[src/rtl/arm_pipe_pkg.sv]
// Shared types for the ARM pipeline control path: sequencer state and the
// ID/EXE control word loaded when a bubble is inserted.
package arm_pipe_pkg;

  typedef enum logic {
    ST_RUN      = 1'b0,
    ST_MEM_WAIT = 1'b1
  } pipe_state_e;

  typedef struct packed {
    logic wb_en;
    logic mem_r_en;
    logic mem_w_en;
    logic s;
  } id_exe_ctrl_t;

  // A bubble must not write back, touch memory or update flags.
  localparam id_exe_ctrl_t NOP_CTRL = '0;

endpackage

[src/rtl/sat_counter.sv]
// Saturating up-counter with synchronous clear; clear wins over increment.
module sat_counter #(
  parameter int unsigned CNT_W = 16
) (
  input  logic             clk,
  input  logic             rst,
  input  logic             inc_i,
  input  logic             clr_i,
  output logic [CNT_W-1:0] cnt_o
);

  logic [CNT_W-1:0] cnt_q;

  always_ff @(posedge clk) begin
    if (rst || clr_i) begin
      cnt_q <= '0;
    end else if (inc_i && (cnt_q != '1)) begin
      cnt_q <= cnt_q + CNT_W'(1);
    end
  end

  assign cnt_o = cnt_q;

endmodule

[src/rtl/pipeline_stall_controller.sv]
// Stall/flush sequencer for the 5-stage pipeline: merges hazard, branch and
// memory handshake into freeze/flush/bubble controls, with wait timeout and counters.
module pipeline_stall_controller
  import arm_pipe_pkg::*;
#(
  parameter int unsigned MEM_TIMEOUT = 64,
  parameter int unsigned TO_W        = 7,
  parameter int unsigned CNT_W       = 16
) (
  input  logic             clk,
  input  logic             rst,
  input  logic             hazard_detected,
  input  logic             branch_taken,
  input  logic             mem_req,
  input  logic             mem_ready,
  input  logic             cnt_clr,
  output logic             freeze_pc,
  output logic             freeze_if_id,
  output logic             bubble_id_exe,
  output logic             flush_if_id,
  output logic             freeze_all,
  output logic             mem_timeout,
  output logic [CNT_W-1:0] stall_cnt,
  output logic [CNT_W-1:0] flush_cnt
);

  pipe_state_e     state_q;
  logic [TO_W-1:0] wait_cnt_q;
  logic            mem_timeout_q;
  logic            mem_stall;

  // Priority decode: memory stall, then taken branch, then RAW hazard.
  always_comb begin
    mem_stall     = mem_req & ~mem_ready;
    freeze_pc     = 1'b0;
    freeze_if_id  = 1'b0;
    bubble_id_exe = 1'b0;
    flush_if_id   = 1'b0;
    freeze_all    = 1'b0;
    if (mem_stall) begin
      freeze_all   = 1'b1;
      freeze_pc    = 1'b1;
      freeze_if_id = 1'b1;
    end else if (branch_taken) begin
      flush_if_id   = 1'b1;
      bubble_id_exe = 1'b1;
    end else if (hazard_detected) begin
      freeze_pc     = 1'b1;
      freeze_if_id  = 1'b1;
      bubble_id_exe = 1'b1;
    end
  end

  // Wait tracking; timeout is sticky and does not abort the stall.
  always_ff @(posedge clk) begin
    if (rst) begin
      state_q       <= ST_RUN;
      wait_cnt_q    <= '0;
      mem_timeout_q <= 1'b0;
    end else if (state_q == ST_RUN) begin
      if (mem_stall) begin
        state_q    <= ST_MEM_WAIT;
        wait_cnt_q <= TO_W'(1);
      end
    end else begin
      if (mem_ready) begin
        state_q    <= ST_RUN;
        wait_cnt_q <= '0;
      end else begin
        if (wait_cnt_q == TO_W'(MEM_TIMEOUT - 1)) begin
          mem_timeout_q <= 1'b1;
        end
        if (wait_cnt_q != TO_W'(MEM_TIMEOUT)) begin
          wait_cnt_q <= wait_cnt_q + TO_W'(1);
        end
      end
    end
  end

  assign mem_timeout = mem_timeout_q;

  sat_counter #(.CNT_W(CNT_W)) u_stall_cnt (
    .clk   (clk),
    .rst   (rst),
    .inc_i (freeze_pc),
    .clr_i (cnt_clr),
    .cnt_o (stall_cnt)
  );

  sat_counter #(.CNT_W(CNT_W)) u_flush_cnt (
    .clk   (clk),
    .rst   (rst),
    .inc_i (flush_if_id),
    .clr_i (cnt_clr),
    .cnt_o (flush_cnt)
  );

endmodule

[config.mk]
export PLATFORM = sky130hd
export DESIGN_NAME = pipeline_stall_controller
export DESIGN_NICKNAME = d
export VERILOG_FILES = /design/src/rtl/arm_pipe_pkg.sv /design/src/rtl/sat_counter.sv /design/src/rtl/pipeline_stall_controller.sv
export SDC_FILE = /design/constraint.sdc
export NUM_CORES = 1
export LEC_CHECK = 0
export ABC_CLOCK_PERIOD_IN_PS = 3110
export CAP_MARGIN = 20
export CORE_MARGIN = 2
export CORE_UTILIZATION = 43
export DETAILED_ROUTE_END_ITERATION = 7
export GPL_TIMING_DRIVEN = 0
export PLACE_DENSITY = 0.78
export SETUP_SLACK_MARGIN = 0.3
export SYNTH_ARGS = -nofsm -noshare
export SYNTH_HDL_FRONTEND = slang
export SYNTH_SLANG_ARGS = --single-unit
[constraint.sdc]
create_clock -name clk -period 3.11 [get_ports clk]
set_clock_uncertainty 0.05 [all_clocks]
set_input_delay 0.311 -clock clk [delete_from_list [all_inputs] [get_ports clk]]
set_output_delay 0.311 -clock clk [all_outputs]
set_load 0.05 [all_outputs]
== Word level (Yosys, flattened, before mapping) ==
Index checks and enable logic that the tools add are counted.
W data, S select, Z words.
Operators by class
  eq/ne operators: 5
  muxes and demuxes: 14
  reduce and logical (&&, ||, !) cells: 6
  add/sub/neg operators: 3
  bitwise gates (word level): 2
Operators by type and width (number)
  $add A16 B1 Y16 const B: 2
  $ne A16 B16 Y1 const B: 2
  $mux W7: 4
  $mux W1: 10
  $add A7 B1 Y7 const B: 1
  $eq A7 B6 Y1 const B: 1
  $ne A7 B7 Y1 const B: 1
  $ne A3 B2 Y1 const B: 1
  $reduce_and A3 Y1: 1
  $logic_and A1 B1 Y1: 2
  $reduce_and A2 Y1: 1
  $reduce_bool A2 Y1: 1
  $and A1 B1 Y1: 1
  $logic_or A1 B1 Y1: 1
  $not A1 Y1: 1
Storage, ports and cells
  bits in registers: 41
  logic and storage cells: 35
  bits of input ports: 7

== Longest topological paths before layout ==
Gate-level depths: netlist (run 1).
  depth in word-level cells: 4
  mapped depth: 8
  depth with buffers taken out: 6

== Hierarchy ==
Synthesis (run 1) repeated with hierarchy kept, for this count alone.
Unflattened totals
  cell total of the unflattened synthesis: 248
  area, all modules: 2189.6 um2
By module, submodules not included
  sat_counter: area each 847.1 um2, instances 2, cells an instance 95
  pipeline_stall_controller: area each 495.5 um2, instances 1, cells an instance 58

== Least setup slack after synthesis (run 1) ==
No wires, ideal clock.
  path type: register -> register
  from: register u_stall_cnt.cnt_q[0] (netlist: u_stall_cnt.cnt_o[0])
  to: register u_stall_cnt.cnt_q[14] (netlist: u_stall_cnt.cnt_o[14])
  cell stages (with the launch flop): 6
  path slack: 1.004 ns
  required time: 2.990 ns
  data arrival time: 1.985 ns
  setup time: 0.070 ns
  clock period less this slack: 2.106 ns
  cells stage by stage: dfxtp_1 ha_1 and3_1 o211ai_1 or4_1 a21oi_1
On the way
  longest elaborated chain between the ends: 2
  elaborated cells between the ends (all ways): 3
RTL lines
  from (decl): line sat_counter.sv:12  | logic [CNT_W-1:0] cnt_q;
  from (signal assigned): line sat_counter.sv:18  | cnt_q <= cnt_q + CNT_W'(1);
  parallel branches: the longest is 2 deep, another holds $add A16 B1 Y16
Several ways; the timed one is not identified.
A chain may end at the register's enable or synchronous reset.

== Worst setup path in the final report (run 1) ==
  from: input port mem_req
  to: output port freeze_if_id
On the way
  longest elaborated chain between the ends: 2
RTL lines
  from (decl): line pipeline_stall_controller.sv:14  | input logic mem_req,
  $and A1 B1 Y1: line pipeline_stall_controller.sv:34  | mem_stall = mem_req & ~mem_ready;
  $mux W1: line pipeline_stall_controller.sv:40  | if (mem_stall) begin
  to (decl): line pipeline_stall_controller.sv:18  | output logic freeze_if_id,
Every way passes these cells.

==> impl_metrics.ini, run 1 <==
[power_and_ir_drop]
irDropWorstVdd_v = 0.0002107
p_leak_nw = 0.8657
power.density_nw_per_um2 = 348.4

[setup_path]
cp.depth = 7
cp-end-kind = output pin
crit_path_start = mem_req
critPathKind = input port to output pin
crit_required_ns = 2.75
critical_path.top_delay_family = buffers and inverters
cp-start-kind = input port
slowest_delay_ns = 0.74
crit_top_cell = clkdlybuf4s50_1
r2r_slack_ns = 1.11
worstPathArrival_ns = 2.30
r2r-start = u_stall_cnt.cnt_o[0]
crit_end = freeze_if_id
cp_max_fo = 10
reg2reg_depth = 5
worstPathCellList = clkdlybuf4s50_1 > nand2b_4 > inv_2 > buf_6 > nor2_2 > inv_1 > clkdlybuf4s50_1
worstReg2RegEnd = u_stall_cnt.cnt_o[14]
cp.buffers_inverters = 5
slowest_stage = clkdlybuf4s50_1

[routing]
final_antenna_net_count = 0
drcViolationCount = 0
dr.first_iter.drc_count = 92
viasPerCell = 5.913
wl_um = 5240
drtPass1Iterations = 4
vias = 2235
wl_per_cell_um = 13.86

[synthesis]
synth_edf_count = 0
syn_nets = 270
async_flop_share_pct = 0
yosysWarnings = 0
avgSynthCellArea_um2 = 8.488
syn_area_um2 = 2198
ys_types = 45
yosysTopAreaCell = dfxtp_1
ys_seq_area_share_pct = 37.34
synth_top_area_share_pct = 37.34
netlist_instances = 259
synth_ff_type = dfxtp_1
synth_seq_cells = 41
ys_top_cells_by_area = dfxtp_1, a21oi_1, o31ai_1

[cells_and_area]
diodes = 0
area.sequential_um2 = 820.8
n_fill_cell = 484
final_common_cell = dfxtp_1
drive_gt1_share_pct = 7.792
area_growth_pct = 26.52
fin_nets = 318
multi_input_area_um2 = 1275
mostFrequentLayoutCells = dfxtp_1, clkdlybuf4s50_1, a21oi_1

[sta]
drv_slew = 0
rsz0062_at_grt = no
period_needed_ns = 2.665
tightest_slew_ns = 0.7795
finalCritPeriodShare_pct = 85.69
finalSetupViolations = 0
layout_setup_ws_ns = 0.4452
fmax_ghz = 0.3753
setup_tns_ns = 0
maxSlewHeadroom_pct = 47.56
finalHoldViolCount = 0

[cts]
clockBufferDepth = 2
root_buffer = clkbuf_8
numCtsBuffers = 5
clock_latency_ns = 0.30
clock_sinks = 41
path_clk_slew_ns = 0.08
htreeDepth = 2
hold_buffers = 0
cts_tree = done

[grt]
grt_start_max_net_pins = 13
grt_pass1_wl_um = 9025
grt_usage_pct = 20.49
grt_pass1_vias = 1968
antenna_found_initial = 0
grt.overflow.total = 0

[place]
hpwl_um = 3825
dp_slack_ns = 0.3222
gp_congestion = 0.8335
portBuffers = 41

[run]
max_cap_violations = 0

[die]
coreArea_um2 = 5010
num_io_pins = 45
dieArea_um2 = 5700
die_h_um = 75.50
fp.dieW_um = 75.50
start_util_pct = 43.88
row_count = 26

[hold_path]
hold_class = input port to flop

[status]
status = complete, no violations
-- registers in the layout, summed over array words and instances, names as in the netlist --
| register | count |
|---|---|
| u_flush_cnt.cnt_o | 16 |
| mem_timeout | 1 |
| wait_cnt_q | 7 |
| u_stall_cnt.cnt_o | 16 |
| state_q | 1 |
-- worst register-to-register path, stage by stage, from the launching register on --
cell and delay (ns):
dfxtp_1 0.42, ha_1 0.24, and3_1 0.25, o211ai_1 0.25, or4_1 0.57, a21oi_1 0.15
-- cells in the mapped netlist, drive strengths merged (2+ instances only) --
library cell,count
o21ai,15
o31ai,16
and4,7
inv,9
or3,15
o311ai,2
dfxtp,41
nor4,5
or4,16
nand2b,2
clkbuf,5
o41ai,3
o2111ai,4
and3,4
and2,2
ha,4
xor2,2
buf,7
nand4,9
a21oi,30
nand3,12
o211ai,5
nand2,20
nor2,11
-- worst min-delay path by stage --
stage / startpoint / end / slack, ns / cells past startpoint
2_1_floorplan: wait_cnt_q[4] / wait_cnt_q[4] / 0.41 / 2
3_3_place_gp: wait_cnt_q[4] / wait_cnt_q[4] / 0.43 / 2
3_5_place_dp: wait_cnt_q[4] / wait_cnt_q[4] / 0.44 / 2
4_1_cts: mem_ready / state_q / 0.14 / 2
5_1_grt: mem_ready / state_q / 0.14 / 2
6_report: mem_ready / state_q / 0.15 / 2
-- cells by family (layout without fill, tap and decap cells) --
| logic type | count (synthesis) | count (layout) | share of synthesized area (%) |
|---|---|---|---|
| AOI/OAI and AO/OA | 82 | 82 | 24.93 |
| xor gates and xnor gates | 2 | 2 | 0.7970 |
| adders and majority gates | 4 | 4 | 2.277 |
| buffers and inverters | 21 | 70 | 4.667 |
| DFF | 41 | 41 | 37.34 |
| muxes | 1 | 1 | 0.4553 |
| and+or+nand+nor | 108 | 108 | 29.54 |
-- metrics by stage --
step                      power (W)  instance area [um^2]  hold slack, ns  instances  util (%)
after global placement    0.0006340                  2696          0.4266        370     53.82
final                     0.0009692                  2781          0.1498        378     55.52
after detailed placement  0.0006353                  2696          0.4386        370     53.82
after CTS                 0.0009798                  2779          0.1434        378     55.47
after global routing       0.001013                  2781          0.1384        378     55.52
after floorplan           0.0006067                  2198          0.4121        259         -
-- metal layers --
metal	wire (um)	part of all wire [%]	track usage, %	up-vias
met1	2372	45	26.99	1053
met2	2465	47	31.88	66
met3	338	6.5	5.952	5
met4	63	1.2	7.602	0
met5	0	0	0	-
li1	-	-	-	1111
-- power by group --
group	internal (W)	switching [W]	total (W)
combinational	0.0000306	0.0000599	0.0000905
sequential	0.000528	0.00000397	0.000532
clock	0.000156	0.000191	0.000347
total	0.000714	0.000255	0.000969
-- cell type report --
type                    instances  area share (%)
flip-flops and latches         41           29.51
inverters                       9           1.215
clock inverters                 2          0.3599
clock buffers                   6           2.609
plain buffers                  12           2.474
multi-input cells             197           45.84
repair buffers                 41           14.84
well taps                      70           3.149
-- repair_timing --
item,CTS,global route
resized for setup,0,1
setup buffers,0,0
setup endpoints to repair,0,1
(Power assumes the default switching activity.)
==> run 2: changes to the inputs <==
- ABC_CLOCK_PERIOD_IN_PS: 3110 -> 2400
- PLACE_DENSITY: 0.78 -> 0.8
- SLEW_MARGIN: not set -> 10
- clock period: 3.11 -> 2.4 ns (I/O delays scaled with it)
==> impl_metrics.ini, run 2 (synthesis gave the netlist of run 1 again) <==
[place]
gp_congestion = 0.8731
portBuffers = 41
hpwl_um = 3811
dp_slack_ns = -0.2862
place_area_um2 = 2699

[power_and_ir_drop]
irDropWorstVdd_v = 0.0003069
power.density_nw_per_um2 = 454.0
p_leak_nw = 0.8639

[sta]
finalCritPeriodShare_pct = 85.67
finalSetupViolations = 0
layout_setup_ws_ns = 0.3439
rsz0062_at_grt = yes
fmax_ghz = 0.4863
period_needed_ns = 2.056
drv_slew = 0
maxSlewHeadroom_pct = 63.24
finalHoldViolCount = 0
tightest_slew_ns = 0.5464

[routing]
vias = 2226
viasPerCell = 5.905
wl_um = 5262
wl_per_cell_um = 13.96
final_antenna_net_count = 0
drcViolationCount = 0
dr.first_iter.drc_count = 107
drtPass1Iterations = 4

[setup_path]
slowest_stage = clkdlybuf4s50_1
slowest_delay_ns = 0.49
cp-end-kind = output pin
cp-start-kind = input port
reg2reg_depth = 6
critPathKind = input port to output pin
worstPathCellList = clkdlybuf4s50_1 > nand2b_4 > inv_2 > buf_6 > nor2_4 > inv_1 > buf_4 > buf_2
crit_required_ns = 2.11
worstPathArrival_ns = 1.77
cp_max_fo = 10

[cts]
postCtsSetupBuffers = 0
hold_buffers = 0
htreeDepth = 2
root_buffer = clkbuf_8
numCtsBuffers = 5
cts_tree = done
clockBufferDepth = 2
clock_sinks = 41
path_clk_slew_ns = 0.08
clock_latency_ns = 0.29

[die]
dieArea_um2 = 5700
die_h_um = 75.50
fp.dieW_um = 75.50
num_io_pins = 45
start_util_pct = 43.88
row_count = 26
coreArea_um2 = 5010

[cells_and_area]
n_fill_cell = 492
drive_gt1_share_pct = 9.121
area.sequential_um2 = 823.3
mostFrequentLayoutCells = dfxtp_1, clkdlybuf4s50_1, a21oi_1
area_growth_pct = 26.58
fin_nets = 318
diodes = 0
final_area_um2 = 2783
multi_input_area_um2 = 1286
final_common_cell = dfxtp_1

[hold_path]
min_path_cells = 2
hold_class = input port to flop

[grt]
grt_start_max_net_pins = 12
grt_usage_pct = 19.54
grt_pass1_wl_um = 8700
antenna_found_initial = 0
grt.overflow.total = 0
grt_pass1_vias = 1986

[status]
status = complete, no violations

[run]
max_cap_violations = 0
[run 2: critical path: cells and delay by family]
kind,cells,cell delay [ns]
and+or+nand+nor,2,0.35
buffers and inverters,6,1.17
[run 2: worst paths after layout]
check | start | end | slack, ns
max | mem_req | freeze_pc | 0.34
min | mem_ready | state_q | 0.09
max reg2reg | u_stall_cnt.cnt_o[0] | u_stall_cnt.cnt_o[13] | 0.49
min reg2reg | wait_cnt_q[4] | wait_cnt_q[4] | 0.45
[run 2: through the flow]
stage          setup TNS [ns]  hold WS, ns  util (%)  power (W)  std cells
2_1_floorplan               0       0.3651         -  0.0007864        259
5_1_grt                     0       0.1000     55.54   0.001310        377
4_1_cts                     0      0.08751     55.67   0.001278        377
6_report                    0      0.09422     55.54   0.001263        377
3_3_place_gp          -0.3901       0.3909     53.87  0.0008218        370
3_5_place_dp          -0.4390       0.4049     53.87  0.0008240        370
[run 2: power by group]
| part | switching, W | total [W] | leakage [nW] | internal, W |
|---|---|---|---|---|
| Sequential | 0.00000525 | 0.000689 | 0.332 | 0.000684 |
| Clock | 0.000231 | 0.000459 | 0.0443 | 0.000228 |
| Combinational | 0.0000790 | 0.000115 | 0.488 | 0.0000356 |
| Total | 0.000315 | 0.00126 | 0.864 | 0.000948 |
[run 2: area by class of cell]
cell class | instances | area share (%)
Timing Repair Buffer | 41 | 14.25
Sequential cell | 41 | 29.59
Inverter | 9 | 1.214
Clock buffer | 7 | 3.103
Tap cell | 70 | 3.147
Multi-Input combinational cell | 197 | 46.22
Buffer | 12 | 2.473
[run 2: repair_timing]
action / CTS / global route
endpoints found under the setup margin: 5 / 3
endpoints found under the hold margin: 0 / 0
pin swaps: 0 / 0
gates cloned: 0 / 0
resized for setup: 10 / 5
[run 2: metal layers]
layer / up-vias / global-route usage (%) / share of wire (%) / wire (um)
li1: 1108 / - / - / -
met1: 1054 / 24.71 / 46 / 2433
met2: 59 / 32.66 / 48 / 2512
met3: 5 / 4.365 / 4.8 / 254
met4: 0 / 7.212 / 1.2 / 62
met5: - / 0 / 0 / 0
==> run 3: changes to the inputs <==
- CORE_UTILIZATION: 43 -> 25
- HOLD_SLACK_MARGIN: not set -> 0.05
- PLACE_DENSITY: 0.8 -> 0.55
==> impl_metrics.ini, run 3 (synthesis gave the netlist of run 1 again) <==
[status]
status = complete, no violations

[setup_path]
slowest_stage = clkdlybuf4s50_1
crit_required_ns = 2.11
cp-start-kind = input port
worstPathArrival_ns = 1.72
critPathKind = input port to output pin
worstPathCellList = clkdlybuf4s50_1 > nand2b_4 > inv_2 > buf_6 > nor2_4 > inv_1 > buf_4 > buf_2
worstReg2RegEnd = u_stall_cnt.cnt_o[14]
r2r-start = u_stall_cnt.cnt_o[0]
cp_max_fo = 10
slowest_delay_ns = 0.55
cp.buffers_inverters = 6
reg2reg_depth = 5
critical_path.top_delay_family = buffers and inverters
r2r_slack_ns = 0.46
cp-end-kind = output pin

[power_and_ir_drop]
clkPwrFrac_pct = 36.3
power.switching_w = 0.0003206
irDropWorstVdd_v = 0.0001980
seqPwrFrac_pct = 54.2
p_comb_share_pct = 9.5
p_leak_nw = 0.8772
internal_power_w = 0.0009523
power.density_nw_per_um2 = 447.8
swShare_pct = 25.18

[routing]
final_antenna_net_count = 0
vias = 2256
dr.first_iter.drc_count = 76
wl_per_cell_um = 13.92
viasPerCell = 5.397
drtPass1Iterations = 4
wl_um = 5818
drcViolationCount = 0

[sta]
period_needed_ns = 2.011
tightest_slew_ns = 0.7655
drv_slew = 0
setup_tns_ns = 0
finalCritPeriodShare_pct = 83.79
fmax_ghz = 0.4973
finalSetupViolations = 0
rsz0062_at_grt = yes
whs_ns = 0.09095
layout_setup_ws_ns = 0.3890
maxSlewHeadroom_pct = 48.50
finalHoldViolCount = 0

[place]
dp.cells = 408
gp_congestion = 0.7807
hpwl_um = 4240
portBuffers = 41
dp_slack_ns = -0.3179

[cts]
root_buffer = clkbuf_8
hold_buffers = 0
clockBufferDepth = 2
clock_sinks = 41
clock_latency_ns = 0.29
cts_tree = done
numCtsBuffers = 5
path_clk_slew_ns = 0.08
htreeDepth = 2

[die]
die_h_um = 97.78
num_io_pins = 45
coreArea_um2 = 8636
row_count = 34
dieArea_um2 = 9560
fp.dieW_um = 97.78
start_util_pct = 25.46

[grt]
grt.overflow.total = 0
grt_pass1_wl_um = 9777
grt_pass1_vias = 2028
grt_usage_pct = 12.43
grt_start_max_net_pins = 12
antenna_found_initial = 0

[cells_and_area]
final_cells = 418
mostFrequentLayoutCells = dfxtp_1, clkdlybuf4s50_1, a21oi_1
n_fill_cell = 920
diodes = 0
final_common_cell = dfxtp_1
fin_nets = 321
area_growth_pct = 29.31
drive_gt1_share_pct = 10.00

[hold_path]
min_from = mem_ready
min_delay_worst_endpoint = state_q
min_path_cells = 2
hold_class = input port to flop

[run]
max_cap_violations = 0
==> run 3: worst max-delay path by stage <==
stage,from,to,slack (ns),depth (start not counted)
after CTS,mem_req,freeze_pc,0.18,8
after floorplan,u_stall_cnt.cnt_o[4],u_stall_cnt.cnt_o[14],0.39,4
after detailed placement,mem_req,freeze_pc,-0.32,8
after global placement,mem_req,freeze_pc,-0.29,8
after global routing,mem_req,freeze_pc,0.28,8
final,mem_req,freeze_pc,0.39,8
==> run 3: metal layers <==
| metal | wire [um] | up-vias | GRT usage [%] |
|---|---|---|---|
| met1 | 2764 | 1069 | 16.26 |
| met3 | 268 | 8 | 3.078 |
| met4 | 80 | 0 | 3.739 |
| li1 | - | 1117 | - |
| met2 | 2704 | 62 | 20.37 |
| met5 | 0 | - | 0 |
==> run 3: through the flow <==
step                      power [W]  utilization [%]  area [um^2]
after global placement    0.0008253            31.80         2746
after floorplan           0.0007864                -         2201
after detailed placement  0.0008261            31.80         2746
after CTS                  0.001295            32.85         2836
final                      0.001273            32.92         2843
after global routing       0.001338            32.92         2843
==> run 3: power by group through the flow <==
stage,combinational [W],sequential (W),clock [W]
after floorplan,0.0000753,0.000711,0
after global placement,0.000120,0.000705,0
after detailed placement,0.000121,0.000705,0
after CTS,0.000119,0.000689,0.000486
after global routing,0.000131,0.000691,0.000517
final,0.000121,0.000689,0.000462
==> run 3: final cells by class <==
type / instances / area (um^2) / area share [%]
repair buffers: 44 / 415.4 / 14.61
multi-input cells: 197 / 1280 / 45.03
clock buffers: 7 / 86.33 / 3.037
inverters: 9 / 33.78 / 1.188
well taps: 108 / 135.1 / 4.754
plain buffers: 12 / 68.82 / 2.421
flip-flops and latches: 41 / 823.3 / 28.96
==> run 3: timing repair <==
| action | in CTS | in global routing |
|---|---|---|
| buffers inserted | 0 | 3 |
| pin swaps | 0 | 1 |
| gates resized for setup | 10 | 6 |
| endpoints found under the setup margin | 5 | 3 |
